$ cat src/rtl/bp_me_cache_dma_arbiter_pkg.sv
// Shared types for the cache-slice DMA arbiter.
//   - Simplified BedRock memory header layout and message types.
//   - Command-side and response-side FSM state enums.
//   - Macro declaring the in-order routing tag {slice_id, is_read}.
package bp_me_cache_dma_arbiter_pkg;

  localparam int paddr_width_gp = 40;

  typedef enum logic [3:0] {
    e_bedrock_mem_rd    = 4'b0000,
    e_bedrock_mem_wr    = 4'b0001,
    e_bedrock_mem_uc_rd = 4'b0010,
    e_bedrock_mem_uc_wr = 4'b0011
  } bp_bedrock_mem_type_e;

  typedef struct packed {
    logic [7:0]                payload;
    logic [2:0]                size;
    logic [paddr_width_gp-1:0] addr;
    bp_bedrock_mem_type_e      msg_type;
  } bp_bedrock_mem_header_s;

  localparam int hdr_width_gp = $bits(bp_bedrock_mem_header_s);

  typedef enum logic {
    e_cmd_idle,
    e_cmd_wdata
  } bp_me_dma_arb_cmd_state_e;

  typedef enum logic {
    e_resp_hdr,
    e_resp_data
  } bp_me_dma_arb_resp_state_e;

endpackage

`define DECLARE_BP_ME_DMA_ARB_TAG_S(sid_w) \
  typedef struct packed { \
    logic [sid_w-1:0] slice_id; \
    logic             is_read; \
  } bp_me_dma_arb_tag_s

$ cat src/rtl/bp_me_cache_dma_resp_router.sv
// Response FSM: steers downstream response headers and read data beats to
// the slice named by the head of the in-order tag FIFO.
//   clk, reset                     : clock, synchronous active-high reset
//   fifo_v, head_slice_id,
//   head_is_read, deq              : tag FIFO head and dequeue strobe
//   mem_resp_header_v/_ready       : downstream header handshake
//   mem_resp_data_v/_ready         : downstream data handshake
//   slice_resp_header_v/_ready     : per-slice header handshake
//   slice_resp_data_v/_ready       : per-slice data handshake
module bp_me_cache_dma_resp_router
  import bp_me_cache_dma_arbiter_pkg::*;
#(
  parameter int num_slices_p = 2,
  parameter int beats_p      = 8
) (
  input  logic                            clk,
  input  logic                            reset,
  input  logic                            fifo_v,
  input  logic [$clog2(num_slices_p)-1:0] head_slice_id,
  input  logic                            head_is_read,
  output logic                            deq,
  input  logic                            mem_resp_header_v,
  output logic                            mem_resp_header_ready,
  input  logic                            mem_resp_data_v,
  output logic                            mem_resp_data_ready,
  output logic [num_slices_p-1:0]         slice_resp_header_v,
  input  logic [num_slices_p-1:0]         slice_resp_header_ready,
  output logic [num_slices_p-1:0]         slice_resp_data_v,
  input  logic [num_slices_p-1:0]         slice_resp_data_ready
);

  localparam int beat_w_lp = (beats_p > 1) ? $clog2(beats_p) : 1;

  bp_me_dma_arb_resp_state_e state_r;
  logic [beat_w_lp-1:0]      beat_r;
  logic [num_slices_p-1:0]   sel;
  logic                      in_hdr, in_data, hdr_hs, data_hs, last_beat;

  assign sel       = {{(num_slices_p-1){1'b0}}, 1'b1} << head_slice_id;
  assign in_hdr    = ~reset & (state_r == e_resp_hdr);
  assign in_data   = ~reset & (state_r == e_resp_data);
  assign last_beat = (beat_r == beat_w_lp'(beats_p-1));

  assign slice_resp_header_v   = (in_hdr & mem_resp_header_v & fifo_v) ? sel : '0;
  assign mem_resp_header_ready = in_hdr & fifo_v & slice_resp_header_ready[head_slice_id];
  assign hdr_hs                = mem_resp_header_v & mem_resp_header_ready;

  // The head tag stays valid for the whole data phase, so no fifo_v term here.
  assign slice_resp_data_v   = (in_data & mem_resp_data_v) ? sel : '0;
  assign mem_resp_data_ready = in_data & slice_resp_data_ready[head_slice_id];
  assign data_hs             = mem_resp_data_v & mem_resp_data_ready;

  // Writes retire on their header; reads retire on the last data beat.
  assign deq = (hdr_hs & ~head_is_read) | (data_hs & last_beat);

  always_ff @(posedge clk) begin
    if (reset) begin
      state_r <= e_resp_hdr;
      beat_r  <= '0;
    end else begin
      case (state_r)
        e_resp_hdr: begin
          if (hdr_hs && head_is_read) state_r <= e_resp_data;
        end
        e_resp_data: begin
          if (data_hs) begin
            if (last_beat) begin
              beat_r  <= '0;
              state_r <= e_resp_hdr;
            end else begin
              beat_r <= beat_r + 1'b1;
            end
          end
        end
        default: state_r <= e_resp_hdr;
      endcase
    end
  end

`ifndef SYNTHESIS
  // A response with nothing outstanding means memory and slices disagree.
  always_ff @(posedge clk) begin
    if (!reset && state_r == e_resp_hdr)
      assert (!(mem_resp_header_v && !fifo_v))
        else $error("response header arrived with no outstanding command");
  end
`endif

endmodule

$ cat src/rtl/bp_me_cache_dma_arbiter.sv
// Shares one DRAM DMA channel among num_slices_p cache slices. Command
// headers are granted round-robin; write data beats stay locked to the
// winning slice. Responses return in order and are steered back through an
// in-order tag FIFO.
//   clk_i, reset_i                  : clock, synchronous active-high reset
//   slice_cmd_header_*/data_*       : per-slice command header and write data
//   slice_resp_header_*/data_*      : broadcast response payload, one-hot valid
//   mem_cmd_header_*/data_*         : downstream command stream
//   mem_resp_header_*/data_*        : downstream response stream
module bp_me_cache_dma_arbiter
  import bp_me_cache_dma_arbiter_pkg::*;
#(
  parameter int num_slices_p      = 2,
  parameter int outstanding_p     = 4,
  parameter int dword_width_p     = 64,
  parameter int cce_block_width_p = 512
) (
  input  logic                                  clk_i,
  input  logic                                  reset_i,
  input  logic [num_slices_p*hdr_width_gp-1:0]  slice_cmd_header_i,
  input  logic [num_slices_p-1:0]               slice_cmd_header_v_i,
  output logic [num_slices_p-1:0]               slice_cmd_header_yumi_o,
  input  logic [num_slices_p*dword_width_p-1:0] slice_cmd_data_i,
  input  logic [num_slices_p-1:0]               slice_cmd_data_v_i,
  output logic [num_slices_p-1:0]               slice_cmd_data_yumi_o,
  output logic [hdr_width_gp-1:0]               slice_resp_header_o,
  output logic [num_slices_p-1:0]               slice_resp_header_v_o,
  input  logic [num_slices_p-1:0]               slice_resp_header_ready_i,
  output logic [dword_width_p-1:0]              slice_resp_data_o,
  output logic [num_slices_p-1:0]               slice_resp_data_v_o,
  input  logic [num_slices_p-1:0]               slice_resp_data_ready_i,
  output logic [hdr_width_gp-1:0]               mem_cmd_header_o,
  output logic                                  mem_cmd_header_v_o,
  input  logic                                  mem_cmd_header_yumi_i,
  output logic [dword_width_p-1:0]              mem_cmd_data_o,
  output logic                                  mem_cmd_data_v_o,
  input  logic                                  mem_cmd_data_yumi_i,
  input  logic [hdr_width_gp-1:0]               mem_resp_header_i,
  input  logic                                  mem_resp_header_v_i,
  output logic                                  mem_resp_header_ready_o,
  input  logic [dword_width_p-1:0]              mem_resp_data_i,
  input  logic                                  mem_resp_data_v_i,
  output logic                                  mem_resp_data_ready_o
);

  localparam int beats_lp  = cce_block_width_p / dword_width_p;
  localparam int sid_w_lp  = $clog2(num_slices_p);
  localparam int beat_w_lp = (beats_lp > 1) ? $clog2(beats_lp) : 1;
  localparam int ptr_w_lp  = (outstanding_p > 1) ? $clog2(outstanding_p) : 1;
  localparam int cnt_w_lp  = $clog2(outstanding_p + 1);

  `DECLARE_BP_ME_DMA_ARB_TAG_S(sid_w_lp);

  bp_me_dma_arb_cmd_state_e cmd_state_r;
  logic [sid_w_lp-1:0]      rr_ptr_r, grant, rr_idx, gnt_r;
  logic                     found;
  logic [beat_w_lp-1:0]     wbeat_r;
  bp_bedrock_mem_header_s   cmd_hdr;
  logic                     is_read, enq, deq, in_wdata;

  bp_me_dma_arb_tag_s       tag_mem [outstanding_p];
  bp_me_dma_arb_tag_s       head;
  logic [ptr_w_lp-1:0]      wptr_r, rptr_r;
  logic [cnt_w_lp-1:0]      cnt_r;
  logic                     fifo_v, fifo_full;

  // Round-robin: first valid slice at or after the pointer.
  always_comb begin
    grant  = '0;
    rr_idx = '0;
    found  = 1'b0;
    for (int i = 0; i < num_slices_p; i++) begin
      rr_idx = sid_w_lp'((int'(rr_ptr_r) + i) % num_slices_p);
      if (!found && slice_cmd_header_v_i[rr_idx]) begin
        grant = rr_idx;
        found = 1'b1;
      end
    end
  end

  assign cmd_hdr  = slice_cmd_header_i[int'(grant)*hdr_width_gp +: hdr_width_gp];
  assign is_read  = (cmd_hdr.msg_type == e_bedrock_mem_rd);

  // A dequeue frees a slot in the same cycle, so a full FIFO can still accept.
  assign mem_cmd_header_o        = cmd_hdr;
  assign mem_cmd_header_v_o      = ~reset_i & (cmd_state_r == e_cmd_idle)
                                   & (|slice_cmd_header_v_i) & (~fifo_full | deq);
  assign enq                     = mem_cmd_header_v_o & mem_cmd_header_yumi_i;
  assign slice_cmd_header_yumi_o = enq ? ({{(num_slices_p-1){1'b0}}, 1'b1} << grant) : '0;

  assign in_wdata              = ~reset_i & (cmd_state_r == e_cmd_wdata);
  assign mem_cmd_data_o        = slice_cmd_data_i[int'(gnt_r)*dword_width_p +: dword_width_p];
  assign mem_cmd_data_v_o      = in_wdata & slice_cmd_data_v_i[gnt_r];
  assign slice_cmd_data_yumi_o = (in_wdata & mem_cmd_data_yumi_i)
                                 ? ({{(num_slices_p-1){1'b0}}, 1'b1} << gnt_r) : '0;

  always_ff @(posedge clk_i) begin
    if (reset_i) begin
      cmd_state_r <= e_cmd_idle;
      rr_ptr_r    <= '0;
      gnt_r       <= '0;
      wbeat_r     <= '0;
    end else begin
      case (cmd_state_r)
        e_cmd_idle: begin
          if (enq) begin
            rr_ptr_r <= (grant == sid_w_lp'(num_slices_p-1)) ? '0 : grant + 1'b1;
            if (!is_read) begin
              gnt_r       <= grant;
              cmd_state_r <= e_cmd_wdata;
            end
          end
        end
        e_cmd_wdata: begin
          if (mem_cmd_data_yumi_i) begin
            if (wbeat_r == beat_w_lp'(beats_lp-1)) begin
              wbeat_r     <= '0;
              cmd_state_r <= e_cmd_idle;
            end else begin
              wbeat_r <= wbeat_r + 1'b1;
            end
          end
        end
        default: cmd_state_r <= e_cmd_idle;
      endcase
    end
  end

  // In-order tag FIFO; storage needs no reset since the count gates it.
  assign fifo_v    = (cnt_r != '0);
  assign fifo_full = (cnt_r == cnt_w_lp'(outstanding_p));
  assign head      = tag_mem[rptr_r];

  always_ff @(posedge clk_i) begin
    if (reset_i) begin
      wptr_r <= '0;
      rptr_r <= '0;
      cnt_r  <= '0;
    end else begin
      if (enq) wptr_r <= (wptr_r == ptr_w_lp'(outstanding_p-1)) ? '0 : wptr_r + 1'b1;
      if (deq) rptr_r <= (rptr_r == ptr_w_lp'(outstanding_p-1)) ? '0 : rptr_r + 1'b1;
      if (enq && !deq)      cnt_r <= cnt_r + 1'b1;
      else if (deq && !enq) cnt_r <= cnt_r - 1'b1;
    end
  end

  always_ff @(posedge clk_i) begin
    if (enq) tag_mem[wptr_r] <= '{slice_id: grant, is_read: is_read};
  end

  assign slice_resp_header_o = mem_resp_header_i;
  assign slice_resp_data_o   = mem_resp_data_i;

  bp_me_cache_dma_resp_router #(
    .num_slices_p(num_slices_p),
    .beats_p     (beats_lp)
  ) resp_router (
    .clk                    (clk_i),
    .reset                  (reset_i),
    .fifo_v                 (fifo_v),
    .head_slice_id          (head.slice_id),
    .head_is_read           (head.is_read),
    .deq                    (deq),
    .mem_resp_header_v      (mem_resp_header_v_i),
    .mem_resp_header_ready  (mem_resp_header_ready_o),
    .mem_resp_data_v        (mem_resp_data_v_i),
    .mem_resp_data_ready    (mem_resp_data_ready_o),
    .slice_resp_header_v    (slice_resp_header_v_o),
    .slice_resp_header_ready(slice_resp_header_ready_i),
    .slice_resp_data_v      (slice_resp_data_v_o),
    .slice_resp_data_ready  (slice_resp_data_ready_i)
  );

endmodule

$ cat config.mk
export PLATFORM = sky130hd
export DESIGN_NAME = bp_me_cache_dma_arbiter
export DESIGN_NICKNAME = d
export VERILOG_FILES = /design/src/rtl/bp_me_cache_dma_arbiter_pkg.sv /design/src/rtl/bp_me_cache_dma_resp_router.sv /design/src/rtl/bp_me_cache_dma_arbiter.sv
export SDC_FILE = /design/constraint.sdc
export NUM_CORES = 1
export LEC_CHECK = 0
export CAP_MARGIN = 20
export CORE_AREA = 3 3 237 239
export CTS_CLUSTER_SIZE = 30
export DETAILED_ROUTE_END_ITERATION = 16
export DIE_AREA = 0 0 240 242
export PLACE_DENSITY_LB_ADDON = 0.2
export REMOVE_ABC_BUFFERS = 1
export SYNTH_ARGS = -nofsm -noshare
export SYNTH_HDL_FRONTEND = slang
export SYNTH_SLANG_ARGS = --single-unit
export TNS_END_PERCENT = 20
$ cat constraint.sdc
create_clock -name clk_i -period 3.5 [get_ports clk_i]
set_input_delay 0.7 -clock clk_i [delete_from_list [all_inputs] [get_ports clk_i]]
set_output_delay 0.7 -clock clk_i [all_outputs]
set_load 0.01 [all_outputs]
# ---- Yosys cells after proc, flatten, opt, wreduce, memory -nomap -nowiden
# Memories as Yosys holds them, arrays and structs flattened. A register that Yosys moved wholly into a read port is not among the register bits.
# Cells that the tools add are included.
dict set report totals {
  mem_bits_rw 8
  ff_bits 17
  input_bits 371
  elab_cells 112
  n_memories 1
  output_inout_bits 250
}
dict set report classes {
  mux 37
  n_lt_le_gt_ge 4
  reduce_logical 15
  mul 1
  addsub 8
  bitwise_logic 27
  eq_ne 5
  shift 5
}
# name depth word_bits rd rd_clocked_by_memory_dff wr line
set mem_list {}
lappend mem_list {tag_mem 4 2 1 1 1 bp_me_cache_dma_arbiter.sv:61} ;# bp_me_dma_arb_tag_s tag_mem [outstanding_p];
# operator n
set ops {}
lappend ops {{$shiftx A128 B8 Y64} 1}
lappend ops {{$shiftx A110 B8 Y55} 1}
lappend ops {{$mux W1} 23}
lappend ops {{$and A1 B1 Y1} 19}
lappend ops {{$mux W2} 8}
lappend ops {{$mux W3} 4}
lappend ops {{$add A3 B1 Y3 const B} 3}
lappend ops {{$eq A3 B3 Y1 const B} 3}
lappend ops {{$lt A1 B2 Y1 const B} 4}
lappend ops {{$mul A1 B6 Y7 const B} 1}
lappend ops {{$not A1 Y1} 6}
lappend ops {{$reduce_and A2 Y1} 3}
lappend ops {{$shl A1 B1 Y2 const A} 3}
lappend ops {{$add A2 B1 Y2 const B} 2}
lappend ops {{$eq A2 B2 Y1 const B} 2}
lappend ops {{$logic_and A1 B1 Y1} 4}
lappend ops {{$logic_not A4 Y1} 1}
lappend ops {{$pmux W1 S2} 2}
lappend ops {{$logic_not A1 Y1} 3}
lappend ops {{$reduce_and A3 Y1} 1}
lappend ops {{$reduce_bool A3 Y1} 1}
lappend ops {{$sub A3 B1 Y3 const B} 1}
lappend ops {{$add A1 B1 Y1 const B} 2}
lappend ops {{$or A1 B1 Y1} 2}
lappend ops {{other kinds (2)} 2}

# ---- Longest topological paths before layout
# Gate-level depths: netlist (run 1).
dict set report logic_depth {
  ltp_word 14
  depth_mapped 12
  ltp_nobuf 12
}

# ---- Hierarchy
# A second synthesis (run 1) with hierarchy kept.
dict set report hier_totals {
  hier_cells 496
  area_unflattened_um2 3766.1
}
# module area_each_um2 n_inst cells_per_inst seq_area_each_um2
set by_module_without_submodules {}
lappend by_module_without_submodules {bp_me_cache_dma_arbiter 3455.8 1 461 540.5}
lappend by_module_without_submodules {bp_me_cache_dma_resp_router 310.3 1 35 80.1}

# ---- Least setup slack after synthesis (run 1)
# OpenSTA, ideal clock, no wires.
dict set report synth_path {
  path_type {register -> register}
  start {register with a tool-made name}
  end {register cnt_r[2]}
  path_slack_ns 0.431
  setup_time_ns 0.071
  stages_incl_launch_ff 12
  arrival_time_ns 2.999
  path_cell_list {dfxtp_1 mux4_2 mux2i_1 o32a_4 a31o_4 inv_2 ha_1 inv_1 fa_1 xor2_1 or3_1 a21oi_1}
}
# element line
set synth_lines {}
lappend synth_lines {{end signal: assignment} bp_me_cache_dma_arbiter.sv:142} ;# if (enq && !deq) cnt_r <= cnt_r + 1'b1;
lappend synth_lines {{end signal: assignment} bp_me_cache_dma_arbiter.sv:143} ;# else if (deq && !enq) cnt_r <= cnt_r - 1'b1;
lappend synth_lines {{end: declaration} bp_me_cache_dma_arbiter.sv:64} ;# logic [cnt_w_lp-1:0] cnt_r;

# ---- Worst setup path in the final report (run 1)
dict set report layout_path {
  start {input port reset_i}
  end {register cnt_r[2]}
}
dict set report layout_between {
  elab_chain_len 13
}
# element line
set layout_rtl {}
lappend layout_rtl {{start: declaration} bp_me_cache_dma_arbiter.sv:19} ;# input logic reset_i,
lappend layout_rtl {{$not A1 Y1 *} {bp_me_cache_dma_resp_router.sv:40, bp_me_cache_dma_resp_router.sv:41, bp_me_cache_dma_arbiter.sv:86}}
lappend layout_rtl {{$and A1 B1 Y1} bp_me_cache_dma_resp_router.sv:40} ;# assign in_hdr = ~reset & (state_r == e_resp_hdr);
lappend layout_rtl {{$and A1 B1 Y1 (2 in series)} bp_me_cache_dma_resp_router.sv:45} ;# assign mem_resp_header_ready = in_hdr & fifo_v & slice_resp_header_ready[head_slice_id];
lappend layout_rtl {{$and A1 B1 Y1} bp_me_cache_dma_resp_router.sv:46} ;# assign hdr_hs = mem_resp_header_v & mem_resp_header_ready;
lappend layout_rtl {{$and A1 B1 Y1} bp_me_cache_dma_resp_router.sv:54} ;# assign deq = (hdr_hs & ~head_is_read) | (data_hs & last_beat);
lappend layout_rtl {{$or A1 B1 Y1} bp_me_cache_dma_resp_router.sv:54}
lappend layout_rtl {{$or A1 B1 Y1} bp_me_cache_dma_arbiter.sv:87} ;# & (|slice_cmd_header_v_i) & (~fifo_full | deq);
lappend layout_rtl {{$and A1 B1 Y1 *} bp_me_cache_dma_arbiter.sv:87}
lappend layout_rtl {{$and A1 B1 Y1 *} bp_me_cache_dma_arbiter.sv:88} ;# assign enq = mem_cmd_header_v_o & mem_cmd_header_yumi_i;
lappend layout_rtl {{via enq} bp_me_cache_dma_arbiter.sv:59} ;# logic is_read, enq, deq, in_wdata;
lappend layout_rtl {{$logic_not A1 Y1} bp_me_cache_dma_arbiter.sv:143}
lappend layout_rtl {{$logic_and A1 B1 Y1} bp_me_cache_dma_arbiter.sv:143}
lappend layout_rtl {{$reduce_bool A2 Y1 (no line)} --}
# The timed path passes the listed nets; every way through them passes the cells marked *.
# A chain may end at the register's enable or synchronous reset.

==> results of run 1 <==
==> per-stage QoR <==
| stage | power, uW | hold slack [ps] | setup TNS (ps) |
|---|---|---|---|
| after floorplan | 613 | 425 | -87150 |
| after global placement | 1240 | 449 | -49.6 |
| after detailed placement | 1230 | 459 | -183 |
| after CTS | 1510 | 470 | 0 |
| after global routing | 1580 | 499 | 0 |
| final | 1480 | 468 | 0 |
==> cells in the final DEF (no fill, tap or decap), types with 2 or more instances in the layout <==
cell type	n
nand3b_1	2
inv_2	2
xor2_1	2
mux2i_1	13
dfxtp_1	18
or3_1	4
buf_4	15
o21ai_0	3
a21oi_1	7
nor3_1	3
edfxtp_1	8
clkbuf_16	3
clkdlybuf4s50_1	379
nor3b_1	3
nor2_1	21
nand3_1	5
mux2_2	64
ha_1	10
nand2_1	159
and2_1	5
dlygate4sd2_1	3
buf_12	6
inv_1	10
==> layout make-up <==
type | instances | area (um2)
antenna | 1 | 2.50
multi-input combinational | 313 | 2030
clock buffer | 3 | 75.1
inverter | 12 | 45.0
sequential | 27 | 622
fill | 6150 | 46300
timing repair buffer | 403 | 4050
tap | 696 | 871
clock inverter | 1 | 5.00
==> final timing paths <==
path / start / to / slack (ps) / cells past startpoint
worst max-delay path: reset_i / cnt_r[2] / 170 / 14
worst min-delay path: wbeat_r[1] / wbeat_r[1] / 470 / 2
worst max register to register: register / cnt_r[2] / 180 / 12
worst min register to register: wbeat_r[1] / wbeat_r[1] / 470 / 2
==> flip-flops by register name (all words and copies together), names as in the netlist, named ones only <==
name / cells
wbeat_r: 3
gnt_r: 1
cnt_r: 3
tag_mem: 8
resp_router.state_r: 1
wptr_r: 2
cmd_state_r: 1
rptr_r: 2
resp_router.beat_r: 3
rr_ptr_r: 1
==> per-layer routing <==
metal  routed length, um  GRT usage (%)
met1               14100           12.9
met2               12600           14.3
met3                7580           11.4
met5                 549           8.00
met4                 188           1.15
==> logic make-up after synthesis <==
| kind of cell | share of synthesized area, % |
|---|---|
| simple gates | 22.9 |
| xor+xnor | 0.480 |
| compound gates | 2.95 |
| flops | 17.0 |
| mux | 24.9 |
| fa+ha+maj | 3.97 |
| buf+inv | 27.8 |
==> timing repair <==
| item | 4_1_cts | 5_1_grt |
|---|---|---|
| resized for setup | 4 | 0 |
| endpoints found under the setup margin | 3 | 0 |
| setup buffers | 0 | 0 |
==> synth_stat cells (all sizes together), types with 2 or more instances <==
cell    instances
edfxtp          8
dfxtp          19
clkbuf         15
mux4            2
mux2           64
xor2            2
buf           125
nor3            3
a21oi           7
ha             10
o21ai           5
inv            12
or3             4
nor3b           3
nand3           5
nand3b          2
and2            5
nand2         159
mux2i          14
nor2           21
==> worst min-delay path, cell delays in order (launching register included) <==
cell,delay (ps)
dfxtp_1,320
nand2_1,50
a21oi_1,50
==> power by group <==
part / total [uW] / switching [uW] / internal [uW] / leakage, uW
Combinational: 857 / 300 / 557 / 0.00264
Sequential: 354 / 19.2 / 335 / 0.000227
Clock: 268 / 114 / 154 / 0.0000409
==> results.md, run 1 <==
* Fin worst setup slack at 173 ps
* DR DRC count at 0
* Critical Path Fanout Max at 5
* Clock-pin slew on the worst setup and hold paths at 70 ps
* Seq/Total Area, Yosys at 17.0%
* Leakage power total at 0.00291 uW
* Critical path arrival at 3530 ps
* P&R area growth vs syn at 111%
* Maximum vdd drop at 128 uV
* Post-synth ARST share at 0%
* Die X at 240 um
* Cells after synthesis at 492
* Fin crit period at 3330 ps
* Critical Path Start Type: input port
* First-pass GRT wire length at 44100 um
* All-Layer GR Usage at 11.3%
* Max capacitance violation total at 0
* Cells after DPL at 1451
* Area share of the largest cell type after synthesis at 24.5%
* Fin. max-slew vios at 0
* Ys flop type: dfxtp_1
* Max Clk Rate at 301 MHz
* Synth top area cells: buf_4 (24%), mux2_2 (20%), nand2_1 (16%)
* CP max stage cell: clkdlybuf4s50_1
* CTS tree: done
* Post-Route WL at 35000 um
* Final period util at 95.1%
* Vias post-DR at 4488
* Antenna-violating nets left at 0
* Core ar. at 54000 um2
* Worst min path class: reg -> reg
* CP max stage delay at 480 ps
* Initial antenna violation count at 2
* CTS root buf: clkbuf_16
* Io pins at 621
* Final #Nets at 1142
* H-tree levels at 1
* IO buf count at 382
* Outcome: completed
* CP delay by family, top: buffers and inverters
* Initial DRC count at 177
* Finished Cell Area at 7700 um2
* Drt pass-1 iters at 4
* CP endpoint kind: register
* CP required at 3700 ps
* Seq cells post-synth at 27
* Fin. Hold Viols at 0
* P per Cell Area at 192 nW/um2
* Die height at 242 um
* Drt wl/cell at 24.0 um
* TritonCTS buffer count at 3
* Worst path bufs/invs at 6
* Hpwl dp at 28900 um
* FP Rows at 85
* Final non-filler cell total at 1456
* Vias per cell at 3.08
* Vias in the first global route at 4551
* Util after Layout at 14.3%
* Synth Cell Area at 3650 um2
* Setup-failing EPs final at 0
* Die area at 58100 um2
* Setup WS pre-CTS at -98.9 ps
* Initial cell density of the core at 6.76%
* Biggest area consumer among synthesized cells: buf_4
* Placed instance area at 7620 um2
* Worst skew pair latency at 260 ps
* Synth warnings at 0
* Syn_area_per_cell at 7.43 um2
* Most used cell, CP: buf_4
* Slew margin rel. at 57.5%
* GPL Wtd Cong at 0.744
* Clock Sinks at 27
* CP cell instances: clkdlybuf4s50_1, buf_4, buf_4, nor3_1, nand2_1, a31o_4, buf_4, inv_2, ha_1, inv_1, fa_1, xor2_1, or3_1, a21oi_1
* Setup Crit Path Kind: in -> reg
* Largest net degree at the start of global routing at 41
* RSZ-0062 raised after global routing: no
* Hold_buf cts at 0
* EDFF count, synth at 8
* Library cells used by synthesis at 31
* Worst clock skew at 1.93 ps
* Clock tree buffer depth at 2
* Grt ovf at 0
* Share of cells above drive strength 1 at 12.8%
* Slew @ Worst Pin at 637 ps
(Power assumes the default switching activity.)
==> run 2: changes to the inputs <==
Settings changed: PLACE_DENSITY set to 0.36, PLACE_DENSITY_LB_ADDON 0.2 to not set.
==> run 2 against run 1 <==
  * Fmax grew 1.6%
  * Clock power is essentially flat
  * Clock skew grew 4.9 ps
  * Sequential power shrank 1%
  * Critical path depth shrank 7
  * Via count grew 1.7%
  * Hold slack lost 4.9 ps
  * Global-route usage grew 0.59 points
  * Non-clock buffer count shrank 7
  * First-iteration DRC count grew 24%
  * Sequential cell count is the same
  * Combinational power shrank 0.9%
  * Critical endpoint is now mem_cmd_header_o[38]
==> results.md, run 2 (synthesis results as in run 1) <==
* Total power at 1470 uW
* Largest register FFs at 8
* Die X at 240 um
* CTS root buf: clkbuf_16
* RSZ-0062 raised after global routing: no
* CP required at 2800 ps
* FF-to-FF End: cnt_r[2]
* GPL Wtd Cong at 0.765
* Io pins at 621
* Final period util at 93.5%
* CP max stage cell: clkdlybuf4s50_1
* Vias post-DR at 4564
* Initial cell density of the core at 6.76%
* CP cell instances: clkdlybuf4s50_1, inv_1, o21ai_4, buf_12, nand2_1, nand2_1, clkdlybuf4s50_1
* P&R area growth vs syn at 109%
* FP Rows at 85
* Post-Route WL at 36300 um
* Util after Layout at 14.1%
* Antenna-violating nets left at 0
* First-pass GRT wire length at 45600 um
* Outcome: completed
* Core ar. at 54000 um2
* TritonCTS buffer count at 3
* Die height at 242 um
* Largest Register: tag_mem
* Setup-failing EPs final at 0
* Grt ovf at 0
* Initial DRC count at 219
* Critical path arrival at 2570 ps
* P per Cell Area at 193 nW/um2
* Hpwl dp at 30100 um
* Clock Sinks at 27
* Largest net degree at the start of global routing at 63
* Critical Path Fanout Max at 52
* Fin. max-slew vios at 0
* Drt pass-1 iters at 6
* Die area at 58100 um2
* CP max stage delay at 560 ps
* DR DRC count at 0
* Max capacitance violation total at 0
* Max Clk Rate at 305 MHz
* H-tree levels at 1
* Buffer count from post-CTS setup fixing at 0
* Worst clock skew at 6.79 ps
* Maximum vdd drop at 104 uV
* Initial antenna violation count at 0
* WHS at 463 ps
* R2R cell count at 11
* All-Layer GR Usage at 11.9%
* CTS tree: done
* Clock tree buffer depth at 2
* Setup Crit Path Kind: in -> out
* Slew @ Worst Pin at 408 ps
* Share of cells above drive strength 1 at 11.8%
* Leakage power total at 0.00288 uW
* Fin crit period at 3270 ps
* Drt wl/cell at 25.1 um
* Setup tns final at 0 ps
* Post-CTS sizing at 2
* Final #Nets at 1135
* Setup slack, reg-to-reg at 330 ps
* Hold_buf cts at 0
* Worst skew pair latency at 270 ps
* Most common cell after layout, fill and taps aside: clkdlybuf4s50_1
* # diodes at 0
* IO buf count at 382
* Hold Path Depth at 2
* Vias per cell at 3.15
* Fin. Hold Viols at 0
* Most frequent cells in the layout: clkdlybuf4s50_1 (379), nand2_1 (159), mux2_2 (64)
* Vias in the first global route at 4528
* Worst min path class: reg -> reg
* CP endpoint kind: output port
* Critical Path Start Type: input port
* Hold endpoint: wbeat_r[2]
* Slew margin rel. at 72.8%
* Min-delay src: wbeat_r[2]
* Clock-pin slew on the worst setup and hold paths at 60 ps
run 2: changes by cell type in the layout (fill, tap and decap cells not counted), sizes merged:
cell          change
clkinv            -1
buf               -7
inv               +1
dlymetal6s2s      +1
diode             -1
dlygate4sd2       -1
run 2: worst max-delay path, delay by kind of cell:
family / cells / cell delay [ps]
buffers and inverters: 4 / 1400
AO/OA/AOI/OAI: 1 / 220
AND/OR/NAND/NOR: 2 / 210
run 2: through the flow:
step / worst slack [ps] / instances / instance area, um2
finish: 226 / 1448 / 7630
global route: 66.3 / 1448 / 7630
CTS: 4.01 / 1448 / 7620
detailed placement: -0.817 / 1444 / 7540
global placement: -9.88 / 1444 / 7540
floorplan: -1490 / 352 / 2680
run 2: routing by layer:
metal	vias up	wire, um	GRT usage (%)
li1	1992	-	-
met1	2022	14000	12.4
met2	511	12600	14.3
met3	25	8260	14.0
met4	14	410	1.64
met5	-	1020	13.3
run 2: final cells by class:
type                            count  area (um2)
Sequential cell                    27         622
Timing Repair Buffer              396        3980
Inverter                           12        45.0
Multi-Input combinational cell    313        2030
Tap cell                          696         871
Clock buffer                        3        75.1
Clock inverter                      1        8.76
Fill cell                        6178       46400
run 2: worst max-delay path by stage:
stage          slack [ps]                         end                     from
2_1_floorplan       -1490         mem_cmd_header_o[2]  slice_cmd_header_v_i[0]
3_3_place_gp          -10  slice_cmd_header_yumi_o[1]                  reset_i
3_5_place_dp         -0.8  slice_cmd_header_yumi_o[1]                  reset_i
4_1_cts                 4          mem_cmd_header_v_o                 register
5_1_grt                70        mem_cmd_header_o[18]  slice_cmd_header_v_i[0]
6_report              230        mem_cmd_header_o[38]  slice_cmd_header_v_i[0]
run 2: report_power, final:
part / internal (uW) / switching, uW
clock: 158 / 112
combinational: 549 / 301
sequential: 335 / 14.9
==> run 3: changes to the inputs <==
Settings changed: GPL_TIMING_DRIVEN set to 0.
==> run 3 against run 2 <==
  * First-iteration DRC count shrank 26%
  * Total power grew 1.4%
  * Final cell count shrank 0.35%
  * Setup slack lost 100 ps
  * Count of clock-buffer cells in the layout is the same
  * Clock power is essentially flat
  * Routed wire length grew 3.3%
  * Sequential share of layout area is essentially flat
  * Clock skew shrank 2.3 ps
  * Largest cell class unchanged
==> results.md, run 3 (synthesis results as in run 1) <==
* CP max stage cell: mux4_2
* RR Startpoint: tag_mem[3][1]
* Initial cell density of the core at 6.76%
* Most frequent cells in the layout: clkdlybuf4s50_1 (379), nand2_1 (159), mux2_2 (64)
* Final period util at 96.4%
* CP endpoint kind: output port
* Grt ovf at 0
* Slew margin rel. at 67.5%
* Clock-pin slew on the worst setup and hold paths at 70 ps
* CP cell instances: mux4_2, mux2i_2, o32a_4, a31o_4, nor2_4, clkdlybuf4s15_1
* Most common cell after layout, fill and taps aside: clkdlybuf4s50_1
* Outcome: completed
* Final #Nets at 1130
* Max capacitance violation total at 0
* Critical Path Fanout Max at 7
* GPL Wtd Cong at 0.790
* Leakage power total at 0.00286 uW
* Die X at 240 um
* Largest net degree at the start of global routing at 54
* All-Layer GR Usage at 11.9%
* Drt pass-1 iters at 4
* Fin. max-slew vios at 0
* Hold_buf cts at 0
* Sequential cell area at 626 um2
* Antenna-violating nets left at 0
* R2R cell count at 11
* Hpwl dp at 30300 um
* CTS root buf: clkbuf_16
* Worst min path class: reg -> reg
* TritonCTS buffer count at 3
* P per Cell Area at 194 nW/um2
* Clock Sinks at 27
* CP max stage delay at 580 ps
* Setup slack, reg-to-reg at 240 ps
* Setup WS pre-CTS at -1250 ps
* Cells after DPL at 1434
* Vias per cell at 3.16
* RSZ-0062 raised after global routing: yes
* Die height at 242 um
* FP Rows at 85
* Total power at 1490 uW
* Critical path arrival at 2670 ps
* Hold endpoint: wbeat_r[2]
* Setup-failing EPs final at 0
* Max Clk Rate at 296 MHz
* Largest register FFs at 8
* Clock tree buffer depth at 2
* Core ar. at 54000 um2
* Fin crit period at 3370 ps
* P&R area growth vs syn at 110%
* DR DRC count at 0
* CP required at 2800 ps
* Initial DRC count at 163
* Die area at 58100 um2
* Hold Path Depth at 2
* Vias in the first global route at 4398
* Vias post-DR at 4562
* Maximum vdd drop at 156 uV
* Final non-filler cell total at 1443
* Critical Path Start Type: register
* Initial antenna violation count at 1
* Post-Route WL at 37500 um
* CTS tree: done
* # diodes at 0
* Io pins at 621
* FF-to-FF End: cnt_r[2]
* Largest Register: tag_mem
* Worst skew pair latency at 260 ps
* Drt wl/cell at 26.0 um
* Worst clock skew at 4.53 ps
* H-tree levels at 1
* Slew @ Worst Pin at 488 ps
* Fin worst setup slack at 126 ps
* Fin. Hold Viols at 0
* Min-delay src: wbeat_r[2]
* IO buf count at 382
* Setup Crit Path Kind: reg -> out
* Footprint of the multi-input gates at 2040 um2
* Share of cells above drive strength 1 at 12.2%
* First-pass GRT wire length at 45700 um
* Fill cells at 6162
run 3: worst max-delay path by stage:
stage | slack, ps | cells after the start | endpoint | from
after detailed placement | -1250 | 7 | slice_cmd_header_yumi_o[1] | reset_i
final | 130 | 6 | slice_cmd_header_yumi_o[1] | tag_mem[3][1]
after floorplan | -1490 | 5 | mem_cmd_header_o[2] | slice_cmd_header_v_i[0]
after global routing | -20 | 8 | mem_cmd_header_o[21] | slice_cmd_header_v_i[1]
after global placement | -7250 | 6 | slice_cmd_header_yumi_o[0] | slice_cmd_header_v_i[0]
after CTS | 2 | 9 | mem_cmd_header_o[38] | slice_cmd_header_v_i[0]
run 3: power breakdown:
part           switching, uW  internal [uW]
Sequential              15.6            334
Combinational            313            556
Clock                    112            158
run 3: cell type report:
class / count / area share [%]
clock buffer: 3 / 0.978
clock inverter: 1 / 0.114
timing repair buffer: 391 / 52.1
sequential: 27 / 8.15
inverter: 12 / 0.717
tap: 696 / 11.3
multi-input combinational: 313 / 26.6
run 3: timing repair:
item,4_1_cts,5_1_grt
setup buffers,1,2
endpoints found under the setup margin,62,36
pin swaps,1,2
cloned,0,2
gates resized for setup,16,5
run 3: routing by layer:
metal  GRT usage, %  up-vias  wire length [um]
li1               -     1983                 -
met1           11.5     1957             12800
met2           14.5      574             13400
met3           15.3       28              9650
met4           1.82       20               466
met5           14.5        -              1180
run 3: worst max-delay path: cells and delay by family (launching register included):
| kind | cells | cell delay (ps) |
|---|---|---|
| muxes | 2 | 780 |
| and+or+nand+nor | 1 | 220 |
| AOI/OAI and AO/OA | 2 | 720 |
| DFF | 1 | 370 |
| buffers and inverters | 1 | 320 |
run 3: through the flow:
step | util [%] | instance area [um2] | hold WS [ps] | TNS [ps]
3_5_place_dp | 13.9 | 7490 | 458 | -21190
6_report | 14.2 | 7670 | 463 | 0
2_1_floorplan | - | 2680 | 425 | -87150
4_1_cts | 14.1 | 7600 | 468 | 0
5_1_grt | 14.2 | 7670 | 490 | -22.3
3_3_place_gp | 13.7 | 7380 | 449 | -494210
